==> src/rtl/boot_loader_pkg.sv <==
// Shared definitions for the boot loader: FSM state encoding and default framing constants.
package boot_loader_pkg;

  typedef enum logic [2:0] {
    StIdle = 3'd0,
    StAddr = 3'd1,
    StLen  = 3'd2,
    StData = 3'd3,
    StCsum = 3'd4,
    StWait = 3'd5,
    StRun  = 3'd6
  } state_e;

  localparam logic [7:0]  SyncByteDefault = 8'hA5;
  localparam int unsigned RunDelayDefault = 2;

  // True while a frame is being received (after SYNC, up to and including CSUM).
  function automatic logic state_loading(state_e s);
    return (s == StAddr) || (s == StLen) || (s == StData) || (s == StCsum);
  endfunction

endpackage

==> src/rtl/boot_loader.sv <==
// Frame receiver that loads a payload into cpu memory and releases cpu reset once the frame's
// checksum verifies; returns to idle when the cpu halts.
module boot_loader
  import boot_loader_pkg::*;
#(
  parameter logic [7:0]  SYNC_BYTE = SyncByteDefault,
  parameter int unsigned RUN_DELAY = RunDelayDefault
) (
  input  logic       clk,
  input  logic       reset,
  input  logic       in_valid,
  input  logic [7:0] in_data,
  output logic       in_ready,
  output logic       mem_we,
  output logic [7:0] mem_addr,
  output logic [7:0] mem_wdata,
  output logic       cpu_reset,
  input  logic       cpu_halt,
  output logic       loading,
  output logic       err,
  output logic [7:0] frames_ok
);

  localparam int unsigned DlyW = (RUN_DELAY > 1) ? $clog2(RUN_DELAY) : 1;
  localparam logic [DlyW-1:0] DlyLast = DlyW'(RUN_DELAY - 1);

  state_e          state_q, state_d;
  logic [7:0]      ptr_q, ptr_d;
  logic [8:0]      cnt_q, cnt_d;
  logic [7:0]      sum_q, sum_d;
  logic [DlyW-1:0] dly_q, dly_d;
  logic            mem_we_q, mem_we_d;
  logic [7:0]      mem_addr_q, mem_addr_d;
  logic [7:0]      mem_wdata_q, mem_wdata_d;
  logic            cpu_reset_q, cpu_reset_d;
  logic            err_q, err_d;
  logic [7:0]      frames_q, frames_d;

  logic       xfer;
  logic [7:0] sum_add;

  assign in_ready  = (state_q != StWait) && (state_q != StRun);
  assign loading   = state_loading(state_q);
  assign xfer      = in_valid & in_ready;
  assign sum_add   = sum_q + in_data;

  assign mem_we    = mem_we_q;
  assign mem_addr  = mem_addr_q;
  assign mem_wdata = mem_wdata_q;
  assign cpu_reset = cpu_reset_q;
  assign err       = err_q;
  assign frames_ok = frames_q;

  always_comb begin
    state_d     = state_q;
    ptr_d       = ptr_q;
    cnt_d       = cnt_q;
    sum_d       = sum_q;
    dly_d       = dly_q;
    mem_we_d    = 1'b0;
    mem_addr_d  = mem_addr_q;
    mem_wdata_d = mem_wdata_q;
    cpu_reset_d = cpu_reset_q;
    err_d       = err_q;
    frames_d    = frames_q;

    unique case (state_q)
      StIdle: begin
        if (xfer && (in_data == SYNC_BYTE)) begin
          state_d = StAddr;
          err_d   = 1'b0;
          sum_d   = 8'h00;
        end
      end
      StAddr: begin
        if (xfer) begin
          ptr_d   = in_data;
          sum_d   = sum_add;
          state_d = StLen;
        end
      end
      StLen: begin
        if (xfer) begin
          // A zero length byte encodes a full 256-byte payload.
          cnt_d   = (in_data == 8'h00) ? 9'd256 : {1'b0, in_data};
          sum_d   = sum_add;
          state_d = StData;
        end
      end
      StData: begin
        if (xfer) begin
          mem_we_d    = 1'b1;
          mem_addr_d  = ptr_q;
          mem_wdata_d = in_data;
          ptr_d       = ptr_q + 8'd1;
          sum_d       = sum_add;
          cnt_d       = cnt_q - 9'd1;
          if (cnt_q == 9'd1) begin
            state_d = StCsum;
          end
        end
      end
      StCsum: begin
        if (xfer) begin
          if (sum_add == 8'h00) begin
            state_d  = StWait;
            frames_d = frames_q + 8'd1;
            dly_d    = '0;
          end else begin
            state_d = StIdle;
            err_d   = 1'b1;
          end
        end
      end
      StWait: begin
        if (dly_q == DlyLast) begin
          state_d     = StRun;
          cpu_reset_d = 1'b0;
        end else begin
          dly_d = dly_q + 1'b1;
        end
      end
      StRun: begin
        if (cpu_halt) begin
          state_d     = StIdle;
          cpu_reset_d = 1'b1;
        end
      end
      default: state_d = StIdle;
    endcase
  end

  always_ff @(posedge clk or negedge reset) begin
    if (!reset) begin
      state_q     <= StIdle;
      ptr_q       <= 8'h00;
      cnt_q       <= 9'd0;
      sum_q       <= 8'h00;
      dly_q       <= '0;
      mem_we_q    <= 1'b0;
      mem_addr_q  <= 8'h00;
      mem_wdata_q <= 8'h00;
      cpu_reset_q <= 1'b1;
      err_q       <= 1'b0;
      frames_q    <= 8'h00;
    end else begin
      state_q     <= state_d;
      ptr_q       <= ptr_d;
      cnt_q       <= cnt_d;
      sum_q       <= sum_d;
      dly_q       <= dly_d;
      mem_we_q    <= mem_we_d;
      mem_addr_q  <= mem_addr_d;
      mem_wdata_q <= mem_wdata_d;
      cpu_reset_q <= cpu_reset_d;
      err_q       <= err_d;
      frames_q    <= frames_d;
    end
  end

endmodule

==> config.mk <==
export PLATFORM = sky130hd
export DESIGN_NAME = boot_loader
export DESIGN_NICKNAME = d
export VERILOG_FILES = /design/src/rtl/boot_loader_pkg.sv /design/src/rtl/boot_loader.sv
export SDC_FILE = /design/constraint.sdc
export NUM_CORES = 1
export LEC_CHECK = 0
export BUFFER_PORTS_ARGS = -buffer_cell sky130_fd_sc_hd__buf_2
export CORE_AREA = 2 2 80 121
export CTS_CLUSTER_DIAMETER = 120
export DETAILED_ROUTE_END_ITERATION = 16
export DIE_AREA = 0 0 82 123
export GPL_ROUTABILITY_DRIVEN = 0
export HOLD_SLACK_MARGIN = 0.05
export PLACE_DENSITY = 0.59
export SYNTH_ARGS = -nofsm -noshare
export SYNTH_HDL_FRONTEND = slang
export SYNTH_SLANG_ARGS = --single-unit
==> constraint.sdc <==
create_clock -name clk -period 3.1 [get_ports clk]
set_input_delay 0.31 -clock clk [delete_from_list [all_inputs] [get_ports clk]]
set_output_delay 0.31 -clock clk [all_outputs]
set_load 0.02 [all_outputs]
* Yosys cells after proc, flatten, opt, wreduce, memory -nomap -nowiden
Cells that the tools add are included.
Storage, ports and cells: bits in registers 56, bits of input ports 12
Cells by class: $add $sub $neg 5, reduce and logical (&&, ||, !) cells 24, equality and inequality tests 21, mux-type cells 33, bitwise gates (word level) 1
Operators by type and width (number):
- 8-bit two-way mux | 4
- 8-bit one-hot mux with 2 select lines | 2
- 3-bit two-way mux | 9
- 9-bit two-way mux | 3
- 3-bit one-hot mux with 7 select lines | 1
- 9-bit one-hot mux with 2 select lines | 1
- 3-bit AND reduction | 6
- 8-bit by 1-bit adder with 8-bit output (second input constant) | 2
- 8-bit zero test | 2
- 2-bit inequality test (second input constant) | 8
- 2-bit nonzero test | 6
- 1-bit two-way mux | 10
- 3-bit == test (second input constant) | 3
- 9-bit by 1-bit == test with 1-bit output (second input constant) | 1
- 9-bit by 1-bit subtractor with 9-bit output (second input constant) | 1
- 8-bit adder | 1
- 8-bit == test (second input constant) | 1
- 8-bit AND reduction | 1
- 3-bit by 2-bit == test with 1-bit output (second input constant) | 2
- 2-bit by 1-bit inequality test with 1-bit output (second input constant) | 3
- 3-bit inequality test (second input constant) | 2
- 1-bit one-hot mux with 2 select lines | 3
- 4-bit AND reduction | 1
- 3-bit by 1-bit == test with 1-bit output (second input constant) | 1
- 7 further kinds | 10

* Depth between registers and ports, before layout
Gate-level depths: netlist of the first run.
depth after elaboration 6, depth in mapped cells 9, depth with buffers taken out 8

* Least setup slack after synthesis of the first run
Ideal clock, no wire load.
kind flip-flop to flip-flop, start reg sum_q[0], end reg frames_q[1], in the netlist frames_ok[1], library setup time 125 ps, period minus slack after synthesis 2405 ps, path slack 695 ps, stages on the path, launching flop included 10, arrival time 2280 ps, data required time 2975 ps, path buffers 1, path through dfrtp_1 ha_1 fa_1 a211oi_1 or4b_1 nand4_1 nor3_2 buf_4 nand3_4 mux2_4
On the way: cells in the longest elaborated chain, start to end 3
Ends and longest elaborated chain:
- start: declaration | line boot_loader.sv:30 | logic [7:0] sum_q, sum_d;
- start signal: assignment | line boot_loader.sv:150 | sum_q <= sum_d;
- 8-bit adder | line boot_loader.sv:45 | assign sum_add = sum_q + in_data;
- 8-bit zero test | line boot_loader.sv:105 | if (sum_add == 8'h00) begin
- 3-bit AND reduction (no line)
- end signal: assignment | line boot_loader.sv:157 | frames_q <= frames_d;
- end: declaration | line boot_loader.sv:37 | logic [7:0] frames_q, frames_d;
No other way between the ends. A chain may end at the register's enable or synchronous reset.

* Final worst setup path of the first run
start reg sum_q[0], end reg state_q[2]
On the way: cells in the longest elaborated chain, start to end 5
Ends and longest elaborated chain:
- 8-bit adder | line boot_loader.sv:45
- 8-bit zero test | line boot_loader.sv:105
- 3-bit two-way mux | line boot_loader.sv:105
- 3-bit two-way mux | line boot_loader.sv:104 | if (xfer) begin
- 3-bit one-hot mux with 7 select lines | line boot_loader.sv:67 | unique case (state_q)
- end signal: assignment | line boot_loader.sv:135 | state_q <= StIdle;
- end signal: assignment | line boot_loader.sv:147 | state_q <= state_d;
- end: declaration | line boot_loader.sv:27 | state_e state_q, state_d;
No other way between the ends. The select of a mux whose other input is x is not followed.

==> results.ini, run 1 <==
[placed_design]
hpwl_mm=5.34
io_buffers=40
pre_cts_slack_ns=0.420

[worst_setup_path]
worstPathCellList=ha_1 > fa_1 > a211oi_1 > nor2_1 > xor2_1 > nor4_4 > buf_4 > a21o_1 > a221o_1
crit_required_ns=3.28
regToRegStartpoint=sum_q[0]$_DFFE_PN0P_
critPathMaxStageDelay_ns=0.40
cp_max_fo=11
cp.arrival_ns=2.79
critPathLaunchType=flop
critical_path_class=flop to flop
r2r_slack_ns=0.49
r2r_end=state_q[2]$_DFFE_PN0P_
cp-end-kind=flop
reg2reg_depth=9
crit_slowest_cell=fa_1

[cells_and_area]
fill_cells=897
area_delta_synth_final_pct=16.0
drive_gt1_share_pct=22.1
diodes=0
final_util_pct=39.7
final_nets=380
area.sequential_sq_mm=0.00140
multi_input_area_sq_mm=0.00159

[clock_network]
clk_latency_ns=0.30
cts_num_sinks=56
cts_tree=built
clock-root-buffer=clkbuf_16
htreeDepth=2
cts_buffers=5
cts_setup_buffers=0
clk_path_buf_depth=2
clk_pin_slew_ns=0.07

[power]
p_per_area_mw_per_mm2=989
p_leak_uw=0.00160
total_power_uw=3550
ir_drop_v=0.000370

[global_routing]
grt_pass1_vias=2475
track_usage_pct=15.9
antenna_found_initial=0
grt_max_degree=38
grt_pass1_wl_mm=12.3
gr-total-overflow=0

[route]
wl_per_cell_microns=15.6
vias_per_cell=5.38
drtIter0Drc=144
route.final.wire_length_mm=7.30
vias=2523
firstDrtPassIters=4
drtAntennaViolNets=0
drc=0

[synth]
synth-warning-count=0
synth_edf_count=0
synth_cells=318
ys_seq_area_share_pct=45.3
async_reset_ff_share_pct=100
syn_area_sq_mm=0.00310
ys_ff_latch=56
synthesis.nets=342
synth-main-ff-cell=dfrtp_1
syn_avg_cell_area_sq_um=9.73
ys_types=61

[sta]
fin_skew_ns=0.00474
worstMarginPinSlew_ns=0.777
slew_viol_final=0
fin_ws_ns=0.493
rsz0062_at_grt=no
period_needed_ns=2.61
finalSetupTns_ns=0
setup_viol=0
min_period_over_period_pct=84.1
fmax_mhz=384
finalHoldViolations=0
slew_headroom_pct=48.1

[floorplan]
die-area_sq_mm=0.0101
boundaryPins=41
die_w_microns=82
rows=43
start_util_pct=34.2
core_area_sq_mm=0.00904
die_y_microns=123

[worst_hold_path]
worstHoldEndpoint=cpu_reset$_DFFE_PN1P_
holdPathStages=3
hold_class=input pin to flop
hold_start=cpu_halt

[outcome]
status=completed

[run]
cap_violations=0

==> synthesized netlist by cell type (2+ instances only) <==
master	instances	area share, %
nand3_1	11	1.8
nand2b_1	3	0.61
mux2_2	14	5.1
xnor2_1	11	3.1
nor3_1	5	0.81
nand4_1	5	1.0
nor2_1	38	4.6
xor2_1	4	1.1
nor4_1	2	0.40
and2_1	2	0.40
o21ai_0	22	3.6
nor2b_1	3	0.61
o211ai_1	2	0.48
a21oi_1	18	2.9
or3_1	2	0.40
clkbuf_1	11	1.3
inv_1	8	0.97
buf_2	2	0.32
dfrtp_1	55	44
a21o_1	2	0.48
and3_1	4	0.81
nand2_1	30	3.6
o22a_1	6	1.7
a32o_1	3	0.97
ha_1	11	4.4
a31oi_1	9	1.8
==> state kept, by name, indices dropped and copies added, names as in the netlist <==
signal     cells
mem_addr       8
ptr_q          8
err            1
state_q        3
cpu_reset      1
sum_q          8
cnt_q          9
mem_we         1
mem_wdata      8
frames_ok      8
dly_q          1
==> placed cells by master, fill, tap and decap left out, types with 2 or more instances in the layout <==
| master | n |
|---|---|
| nor4_1 | 2 |
| a21o_1 | 2 |
| nand2b_1 | 3 |
| nand4_1 | 5 |
| nor3_1 | 5 |
| and3_1 | 4 |
| mux2_2 | 14 |
| dfrtp_1 | 55 |
| o21ai_0 | 22 |
| xor2_1 | 4 |
| nor2b_1 | 3 |
| clkinv_4 | 2 |
| nor2_1 | 38 |
| o211ai_1 | 2 |
| inv_1 | 8 |
| and2_1 | 2 |
| a31oi_1 | 9 |
| a32o_1 | 3 |
| clkbuf_16 | 5 |
| ha_1 | 11 |
| nand2_1 | 30 |
| xnor2_1 | 11 |
| buf_2 | 40 |
| or3_1 | 2 |
| buf_4 | 6 |
| nand3_1 | 11 |
| o22a_1 | 6 |
| a21oi_1 | 18 |
==> through the flow <==
stage                     hold slack (ns)  std cells  area (sq um)
after floorplan                    0.0144        318          3100
after global placement              0.304        460          3410
after detailed placement            0.301        460          3410
after CTS                           0.308        469          3590
after global routing                0.324        469          3590
final                               0.310        469          3590
==> what timing repair did <==
item	CTS	global route
resized for setup	0	0
hold endpoints to repair	19	0
hold buffers	1	0
==> kinds of logic (layout without fill, tap and decap cells) <==
| group | count (synthesis) | count (layout) | share of synthesized area, % |
|---|---|---|---|
| flip-flops | 56 | 56 | 45.3 |
| AND/OR/NAND/NOR | 115 | 115 | 18.7 |
| multiplexers | 16 | 16 | 5.90 |
| XOR/XNOR | 15 | 15 | 4.24 |
| AO/OA/AOI/OAI | 80 | 80 | 17.4 |
| buffers and inverters | 24 | 63 | 3.35 |
| adder cells (fa/ha/maj) | 12 | 12 | 5.09 |
==> metal layers <==
metal	up-vias	part of all wire, %	track usage, %
met5	-	0	0
met4	0	2.1	6.35
met3	11	3.3	2.77
met2	47	52	27.6
met1	1232	43	19.0
li1	1233	-	-
==> worst max path at each step <==
stage | slack, ns | end | depth (start not counted) | from
floorplan | 0.69 | frames_ok[1]$_DFFE_PN0P_ | 9 | sum_q[0]$_DFFE_PN0P_
global placement | 0.47 | state_q[2]$_DFFE_PN0P_ | 10 | in_data[0]
detailed placement | 0.42 | state_q[2]$_DFFE_PN0P_ | 10 | in_data[0]
CTS | 0.48 | state_q[2]$_DFFE_PN0P_ | 9 | sum_q[0]$_DFFE_PN0P_
global route | 0.36 | state_q[2]$_DFFE_PN0P_ | 9 | sum_q[0]$_DFFE_PN0P_
finish | 0.49 | state_q[2]$_DFFE_PN0P_ | 9 | sum_q[0]$_DFFE_PN0P_
==> power breakdown <==
part,internal [uW],switching [uW]
Sequential,1020,250
Combinational,659,967
Clock,385,273
Total,2060,1490
==> area by class of cell <==
type,instances,area share [%]
Tap cell,112,3.90
Clock inverter,3,1.32
Clock buffer,5,3.49
Timing Repair Buffer,47,7.11
Inverter,8,0.837
Multi-Input combinational cell,238,44.3
Sequential cell,56,39.1
==> worst max-delay path: cells and delay by family, from the launching register on <==
family | cells | cell delay (ns)
buffers and inverters | 1 | 0.19
AO/OA/AOI/OAI | 3 | 0.84
adder cells (fa/ha/maj) | 2 | 0.62
flip-flops | 1 | 0.38
AND/OR/NAND/NOR | 2 | 0.17
XOR/XNOR | 1 | 0.29
Power figures use the tool's default switching activity.
==> run 2, diff against run 1 <==
- ABC_AREA: not set -> 1
- CORE_AREA: 2 2 80 121 -> 2 2 84 127
- DIE_AREA: 0 0 82 123 -> 0 0 86 129
- clock period: 3.1 -> 2.5 ns (I/O delays scaled with it)
==> run 2 against run 1 <==
  * Synthesized cell count up 43%
  * Worst hold slack worse by 0.23 ns
  * Sequential power up 16%
  * Register-to-register slack worse by 0.35 ns
  * Cell area up 9.1%
  * First-iteration DRC count up 18%
  * Clock skew about the same
  * Setup slack worse by 0.35 ns
  * Flip-flop and latch count unchanged
  * Sequential share of layout area down 3.2 points
  * Routed wire length up 10%
  * Power up 27%
  * Largest cell class unchanged
  * Largest power group unchanged
==> results.ini, run 2 <==
[worst_setup_path]
cp-end-kind=flop
cp.arrival_ns=2.55  ; -0.24 ns
crit_required_ns=2.69  ; -0.59 ns
critPathMaxStageDelay_ns=0.46  ; +0.06 ns
cp_common_cell=nand2_1
crit_family=simple AND/OR/NAND/NOR gates
crit_slowest_cell=fa_1
cp_max_fo=5  ; -6
r2r_end=frames_ok[5]$_DFFE_PN0P_
timing.critical_path.buf_inv=0  ; -1
worstPathCellList=ha_2 > fa_1 > or2_2 > nor2_2 > nand3_1 > nor2_1 > nand2_1 > nor2_4 > nand2_2 > nand2_1 > nand2_1
r2r_slack_ns=0.14  ; -0.35 ns
critical_path_class=flop to flop
reg2reg_depth=11  ; +2
critPathLaunchType=flop
regToRegStartpoint=sum_q[0]$_DFFE_PN0P_

[global_routing]
grt_pass1_wl_mm=13.7  ; +12%
grt_pass1_vias=2936  ; +19%
gr-total-overflow=0  ; unchanged
grt_max_degree=57  ; +50%
antenna_found_initial=0  ; unchanged
track_usage_pct=15.6  ; -0.27 points

[synth]
syn_area_sq_mm=0.00342  ; +11%
ys_types=33  ; -46%
synth_top_area_share_pct=40.2  ; -4.2 points
synth-warning-count=0  ; unchanged
synthesis.nets=478  ; +40%
ys_ff_latch=56  ; unchanged
synth_edf_count=0  ; unchanged
syn_avg_cell_area_sq_um=7.53  ; -23%
synth-main-ff-cell=dfrtp_1
synth_largest_area_cell=dfrtp_1
synth.most_common_cell=nand2_1
async_reset_ff_share_pct=100  ; unchanged
ys_seq_area_share_pct=41.0  ; -4.3 points
netlist_top_cells_count=146 x nand2_1, 55 x dfrtp_1, 55 x inv_1
ys_top_cells_by_area=dfrtp_1 40%, nand2_1 16%, inv_1 6.0%, nand3_1 5.4%, o21ai_2 4.4%
synth_cells=454  ; +43%

[sta]
worstMarginPinSlew_ns=0.728  ; -0.0490 ns
setup_viol=0  ; unchanged
slew_headroom_pct=51.5  ; +3.4 points
slew_viol_final=0  ; unchanged
rsz0062_at_grt=no
fmax_mhz=424  ; +11%
finalSetupTns_ns=0  ; unchanged
finalHoldViolations=0  ; unchanged
min_period_over_period_pct=94.4  ; +10 points
hold_slack_ns=0.0787  ; -0.232 ns
period_needed_ns=2.36  ; -0.248 ns
fin_skew_ns=0.00442  ; -0.000319 ns

[route]
drtIter0Drc=170  ; +18%
drtAntennaViolNets=0  ; unchanged
wl_per_cell_microns=13.1  ; -16%
highest_layer=met4
wl_met3_microns=171  ; -30%
vias=3004  ; +19%
drc=0  ; unchanged
wl_met2_mm=4.46  ; +18%
firstDrtPassIters=4  ; unchanged
wl_met1_mm=3.19  ; +2.1%
vias_per_cell=4.88  ; -9.3%
route.final.wire_length_mm=8.05  ; +10%

[cells_and_area]
drive_gt1_share_pct=19.2  ; -2.9 points
finalNonFillerCells=616  ; +31%
final_nets=522  ; +37%
multi_input_area_sq_mm=0.00173  ; +8.6%
top_register=cnt_q
final_util_pct=39.3  ; -0.43 points
layout_common_cells=146 x nand2_1, 55 x inv_1, 55 x dfrtp_1, 40 x buf_2, 37 x nand3_1
area.sequential_sq_mm=0.00140  ; unchanged
largest_reg_flops=9  ; unchanged
mostFrequentLayoutCell=nand2_1
diodes=0  ; unchanged
fill_cells=1023  ; +14%
final_area_sq_mm=0.00392  ; +9.1%
area_delta_synth_final_pct=14.4

[clock_network]
clk_pin_slew_ns=0.07  ; about the same
clk_latency_ns=0.30  ; about the same
cts_tree=built
cts_buffers=5  ; unchanged
clock-root-buffer=clkbuf_16
cts_num_sinks=56  ; unchanged
hold_buffers=0  ; -1
clk_path_buf_depth=2  ; unchanged
htreeDepth=2  ; unchanged

[placed_design]
placed_area_sq_mm=0.00372  ; +9.1%
io_buffers=40  ; unchanged
dp_cells=606  ; +32%
hpwl_mm=6.13  ; +15%

[run]
cap_violations=0  ; unchanged

[worst_hold_path]
hold_class=input pin to async pin

[power]
ir_drop_v=0.000321  ; -13%
p_leak_uw=0.00206  ; +29%
p_per_area_mw_per_mm2=1160  ; +17%

[floorplan]
die-area_sq_mm=0.0111  ; +10%
die_y_microns=129  ; +4.9%
boundaryPins=41  ; unchanged
rows=45  ; +4.7%
die_w_microns=86  ; +4.9%
core_area_sq_mm=0.00997  ; +10%
start_util_pct=34.3  ; +0.078 points

[outcome]
status=completed

[run 2: power by group]
group	switching [uW]	internal [uW]	total, uW	leakage [uW]
Sequential	225	1250	1470	0.000699
Combinational	1460	774	2240	0.00128
Clock	336	478	814	0.0000815
Total	2020	2500	4520	0.00206
[run 2: cell type report]
type	count	area share, %
Multi-Input combinational cell	328	44.1
Sequential cell	56	35.8
Timing Repair Buffer	45	6.07
Inverter	62	6.01
Tap cell	117	3.74
Clock buffer	6	3.29
Clock inverter	2	0.991
[run 2: timing repair]
item | 4_1_cts | 5_1_grt
resized for setup | 0 | 5
buffers inserted | 0 | 1
endpoints found under the setup margin | 0 | 8
[run 2: cell families (layout without fill, tap and decap cells)]
group                      after synthesis  after routing  share of synthesized area (%)
buffers and inverters                   71            115                           9.18
xor gates and xnor gates                11             11                           2.82
DFF                                     56             56                           41.0
adders and majority gates               12             12                           4.61
and+or+nand+nor                        239            240                           29.9
AOI/OAI and AO/OA                       65             65                           12.5
[run 2: routing by layer]
metal | vias to the layer above | global-route usage, %
li1 | 1534 | -
met3 | 12 | 2.18
met1 | 1411 | 16.1
met4 | 0 | 7.38
met5 | - | 0
met2 | 47 | 30.2
[run 2: worst reg2reg max path, stage by stage, from the launching register on]
cell     delay [ns]
dfrtp_1        0.39
ha_2           0.19
fa_1           0.46
or2_2          0.32
nor2_2         0.13
nand3_1        0.08
nor2_1         0.11
nand2_1        0.10
nor2_4         0.20
nand2_2        0.14
nand2_1        0.09
nand2_1        0.06
[run 2: worst max-delay path by stage]
stage / slack (ns) / end / from / cells after the start
4_1_cts: 0.009 / frames_ok[1]$_DFFE_PN0P_ / sum_q[0]$_DFFE_PN0P_ / 12
5_1_grt: 0.009 / frames_ok[7]$_DFFE_PN0P_ / sum_q[0]$_DFFE_PN0P_ / 12
2_1_floorplan: 0.34 / frames_ok[2]$_DFFE_PN0P_ / sum_q[0]$_DFFE_PN0P_ / 12
3_3_place_gp: 0.09 / frames_ok[5]$_DFFE_PN0P_ / in_data[0] / 13
3_5_place_dp: 0.01 / frames_ok[1]$_DFFE_PN0P_ / in_data[0] / 13
6_report: 0.14 / frames_ok[5]$_DFFE_PN0P_ / sum_q[0]$_DFFE_PN0P_ / 11
[run 2: metrics by stage]
step	power, uW	worst slack [ns]
2_1_floorplan	3170	0.342
3_3_place_gp	3660	0.0892
3_5_place_dp	3710	0.0141
4_1_cts	4540	0.00949
5_1_grt	4950	0.00894
6_report	4520	0.141
